[src/rtl/risc_seq_ctrl.sv]
// rtl/risc_seq_ctrl.sv - fetch/decode/execute sequencer driving IR into the RISC datapath
module risc_seq_ctrl #(
    parameter int AW          = 8,
    parameter int EXEC_CYCLES = 2
) (
    input  logic          clk,
    input  logic          rst_n,
    input  logic          start,
    output logic          imem_req,
    output logic [AW-1:0] imem_addr,
    input  logic          imem_valid,
    input  logic [31:0]   imem_rdata,
    output logic [31:0]   ir_out,
    output logic          ir_load,
    input  logic          dp_sign,
    input  logic          dp_zero,
    input  logic          dp_carry,
    input  logic          dp_overflow,
    output logic [3:0]    flags_q,
    output logic [AW-1:0] pc,
    output logic          busy,
    output logic          halted
);

    typedef enum logic [2:0] {
        S_IDLE, S_FETCH, S_DECODE, S_EXEC, S_NEXT, S_HALT
    } state_t;

    localparam logic [3:0] EXEC_LAST = 4'(EXEC_CYCLES - 1);
    localparam logic [4:0] OP_DP_MAX = 5'b01011;
    localparam logic [4:0] OP_HALT   = 5'b10101;

    state_t      state;
    logic [31:0] fetch_buf;
    logic [3:0]  cnt;
    logic        taken;
    logic        cond;
    logic [4:0]  oper;

    assign oper      = fetch_buf[31:27];
    assign imem_addr = pc;

    // flags_q layout: [3] sign, [2] zero, [1] carry, [0] overflow
    always_comb begin
        cond = 1'b0;
        case (oper)
            5'b01100: cond = 1'b1;
            5'b01101: cond = flags_q[1];
            5'b01110: cond = ~flags_q[1];
            5'b01111: cond = flags_q[3];
            5'b10000: cond = ~flags_q[3];
            5'b10001: cond = flags_q[2];
            5'b10010: cond = ~flags_q[2];
            5'b10011: cond = flags_q[0];
            5'b10100: cond = ~flags_q[0];
            default:  cond = 1'b0;
        endcase
    end

    always_ff @(posedge clk or negedge rst_n) begin
        if (!rst_n) begin
            state     <= S_IDLE;
            pc        <= '0;
            ir_out    <= '0;
            flags_q   <= '0;
            imem_req  <= 1'b0;
            ir_load   <= 1'b0;
            busy      <= 1'b0;
            halted    <= 1'b0;
            fetch_buf <= '0;
            cnt       <= '0;
            taken     <= 1'b0;
        end else begin
            case (state)
                S_IDLE, S_HALT: begin
                    if (start) begin
                        state    <= S_FETCH;
                        pc       <= '0;
                        imem_req <= 1'b1;
                        busy     <= 1'b1;
                        halted   <= 1'b0;
                    end
                end
                S_FETCH: begin
                    if (imem_valid) begin
                        fetch_buf <= imem_rdata;
                        imem_req  <= 1'b0;
                        state     <= S_DECODE;
                    end
                end
                S_DECODE: begin
                    taken <= cond;
                    if (oper <= OP_DP_MAX) begin
                        ir_out  <= fetch_buf;
                        ir_load <= 1'b1;
                        cnt     <= '0;
                        state   <= S_EXEC;
                    end else if (oper == OP_HALT) begin
                        busy   <= 1'b0;
                        halted <= 1'b1;
                        state  <= S_HALT;
                    end else begin
                        state <= S_NEXT;
                    end
                end
                S_EXEC: begin
                    ir_load <= 1'b0;
                    if (cnt == EXEC_LAST) begin
                        flags_q <= {dp_sign, dp_zero, dp_carry, dp_overflow};
                        state   <= S_NEXT;
                    end else begin
                        cnt <= cnt + 1'b1;
                    end
                end
                S_NEXT: begin
                    // target is the truncated isrc field; pc wraps naturally at 2^AW
                    pc       <= taken ? fetch_buf[AW-1:0] : pc + 1'b1;
                    imem_req <= 1'b1;
                    state    <= S_FETCH;
                end
                default: begin
                    state    <= S_IDLE;
                    imem_req <= 1'b0;
                    ir_load  <= 1'b0;
                    busy     <= 1'b0;
                    halted   <= 1'b0;
                end
            endcase
        end
    end

endmodule

[config.mk]
export PLATFORM = sky130hd
export DESIGN_NAME = risc_seq_ctrl
export DESIGN_NICKNAME = d
export VERILOG_FILES = /design/src/rtl/risc_seq_ctrl.sv
export SDC_FILE = /design/constraint.sdc
export NUM_CORES = 1
export LEC_CHECK = 0
export ABC_AREA = 1
export CAP_MARGIN = 20
export CORE_UTILIZATION = 50
export DETAILED_ROUTE_END_ITERATION = 16
export PLACE_DENSITY = 0.84
export SLEW_MARGIN = 20
export SYNTH_ARGS = -nofsm -noshare
export SYNTH_HDL_FRONTEND = slang
export SYNTH_SLANG_ARGS = --single-unit
[constraint.sdc]
create_clock -name clk -period 1.48 [get_ports clk]
set_input_delay 0.222 -clock clk [delete_from_list [all_inputs] [get_ports clk]]
set_output_delay 0.222 -clock clk [all_outputs]
set_load 0.02 [all_outputs]
==> flow_summary.ini <==
[timing]
hold_violations = 0
fmaxAchievable_mhz = 684
min_period_ns = 1.46
tightest_slew_ns = 0.337
fin_crit_sh_pct = 98.7
rsz0062_at_grt = yes
slew_violations = 0
timing.hold.ws_ns = 0.291
clock-skew-final_ns = 0.0166
slew_headroom_pct = 77.5
setup_violations = 0
fin_ws_ns = 0.0189

[setup_path]
crit_path_end_kind = register
cp-start-kind = register
cp.required_ns = 1.72
crit_fanout = 7
critPathKind = reg -> reg
crit_arrival_ns = 1.70

[final_layout]
multiInputGateArea_um2 = 1520
final_nets = 574
diodes = 0
seq_area_um2 = 2210
nFillCells = 598
drive_gt1_share_pct = 16.8
area_growth_syn_to_layout_pct = 33.3

[grt]
grt_overflow = 0
grt_max_degree = 40
grt_pass1_vias = 3214
grtUsageTotal_pct = 23.0
grt_pass1_wl_mm = 15.1
antenna_found_initial = 0

[yosys]
syn_area_um2 = 3990
ys_seq_elements = 88
synth_cells = 426
synth_cell_types = 31
yosys.area.top_type_share_pct = 55.2
yosys_warnings = 0
yosys.area.top_type = dfrtp_1
seq_area_frac_synth_pct = 55.2
syn_avg_cell_area_um2 = 9.37
synth_nets = 469
netlist_top_cells_area = dfrtp_1 (55%), nand2_1 (11%), mux2_4 (4.9%)

[floorplanning]
io_pins = 96
rows = 32
fp.dieH_um = 91.3
core_um2 = 7730
die_area_um2 = 8340
die_w_um = 91.3
start_util_pct = 51.6

[placement]
gp_congestion = 0.914
post-place-ws_ns = -0.106
io_buffers = 95
dpl.hpwl_mm = 6.43

[clock_network]
clkLatencyLatePin_ns = 0.36
clkTransAtPathRegs_ns = 0.11
cts_root_buf = clkbuf_8
cts.htree.levels = 3
cts_buffer_depth = 2
cts_tree = yes
numClockSinks = 88
cts-buffers-inserted = 9

[min_path]
hold_class = in -> async

[pwr]
p_int_uw = 6090
power.density_nw_per_um2 = 1990
p_seq_share_pct = 39.7
power.total_uw = 10600
leakagePower_uw = 0.00280
p_sw_uw = 4480
combinationalPowerShare_pct = 45.1
switching_share_pct = 42.4
clkPwrFrac_pct = 15.2
ir_drop_uv = 1080

[outcome]
outcome = completed

[drt]
wl_per_cell_um = 14.2
drt_iter0_markers = 233
num_vias = 3228
ant_nets = 0
dr.pass1.iters = 5
wirelength_mm = 9.08
viasPerCell = 5.06
drc = 0

[flow_run]
drv_cap = 0
==> synthesized netlist by cell type <==
master      n
nand3_2     2
buf_4       8
o21ai_0    16
buf_2       5
nand4_4     1
nor3_4      1
ha_1        3
inv_1      42
nand3_1    14
mux2_4     13
o21ai_1    20
buf_6       4
nand2_2     2
mux2_2      1
a21oi_1    20
a21oi_2    10
nor2_1     36
dfrtp_1    88
clkbuf_1    3
o31ai_1     2
nand2_4     2
nor2_4      2
inv_2       4
nand3b_1    1
nor3_1      1
nand2_1   117
xor2_1      4
o211ai_1    1
nand4_1     1
nor2_8      1
o22ai_1     1
==> through the flow <==
| stage | TNS, ns | util [%] | cells | cell area [um^2] |
|---|---|---|---|---|
| global route | -0.339 | 68.8 | 638 | 5320 |
| floorplan | 0 | - | 426 | 3990 |
| detailed placement | -0.256 | 65.7 | 613 | 5070 |
| CTS | 0 | 67.5 | 632 | 5220 |
| finish | 0 | 68.8 | 638 | 5320 |
| global placement | 0 | 65.7 | 613 | 5070 |
==> layout make-up <==
class / count / area share (%)
flip-flops and latches: 88 / 41.5
repair buffers: 114 / 20.7
inverters: 46 / 3.29
multi-input cells: 272 / 28.6
clock inverters: 7 / 1.15
clock buffers: 9 / 2.33
well taps: 102 / 2.40
==> state kept, by name, summed over array words and instances (netlist names) <==
register	flops
cnt	4
halted	1
state	3
ir_out	32
busy	1
taken	1
ir_load	1
fetch_buf	32
imem_addr	8
imem_req	1
flags_q	4
==> power groups by stage <==
stage / Clock (uW) / Sequential [uW] / Combinational (uW)
4_1_cts: 1630 / 4170 / 4590
6_report: 1610 / 4190 / 4770
3_5_place_dp: 0 / 4220 / 4990
3_3_place_gp: 0 / 4160 / 4820
5_1_grt: 1740 / 4310 / 5220
2_1_floorplan: 0 / 4730 / 2480
==> kinds of logic after synthesis <==
logic type                 Yosys count  share of synthesized area [%]
DFF                                 88                           55.2
AOI/OAI and AO/OA                   70                           9.94
xor gates and xnor gates             4                          0.878
and+or+nand+nor                    181                           20.0
buffers and inverters               66                           7.87
adders and majority gates            3                          0.941
muxes                               14                           5.17
==> cell usage in the layout, fill, tap and decap left out, types with 12 or more instances in the layout <==
cell,instances
nor2_1,32
nand2_1,115
o21ai_1,21
dlygate4sd2_1,56
mux2_4,13
clkdlybuf4s50_1,38
buf_4,12
dfrtp_1,85
nand3_1,14
inv_1,40
a21oi_1,19
o21ai_0,14
==> final timing paths <==
path | slack (ns) | start | end | cells after the start
worst max-delay path | 0.02 | state[1]$_DFFE_PN0P_ | imem_addr[0]$_DFFE_PN0P_ | 9
worst min-delay path | 0.29 | rst_n | ir_out[26]$_DFFE_PN0P_ | 2
worst max register to register | 0.02 | state[1]$_DFFE_PN0P_ | imem_addr[0]$_DFFE_PN0P_ | 9
worst min register to register | 0.47 | ir_out[18]$_DFFE_PN0P_ | ir_out[18]$_DFFE_PN0P_ | 2
max in group asynchronous | 0.66 | rst_n | ir_out[28]$_DFFE_PN0P_ | 3
min in group clk | 0.42 | dp_zero | flags_q[2]$_DFFE_PN0P_ | 3
==> per-layer routing <==
| layer | part of all wire [%] | GRT usage [%] |
|---|---|---|
| met1 | 43 | 29.2 |
| met2 | 51 | 39.3 |
| met3 | 5.0 | 5.53 |
| met4 | 1.5 | 7.01 |
| met5 | 0 | 0 |
==> what timing repair did <==
action / in CTS / in global routing
hold buffers: 1 / 0
endpoints found under the hold margin: 23 / 0
gates cloned: 0 / 0
setup endpoints to repair: 62 / 55
setup buffers: 2 / 6
pin swaps: 0 / 4
gates resized for setup: 59 / 19
==> critical path, stage by stage, from the launching register on <==
cell and delay, ns:
dfrtp_1 0.44, inv_2 0.12, buf_4 0.11, nand3_1 0.14, o21ai_2 0.11, nand2_1 0.09
nand2_2 0.09, inv_2 0.08, nand2_1 0.07, o21ai_0 0.09
Note: power is estimated with default switching activity, not from simulation.
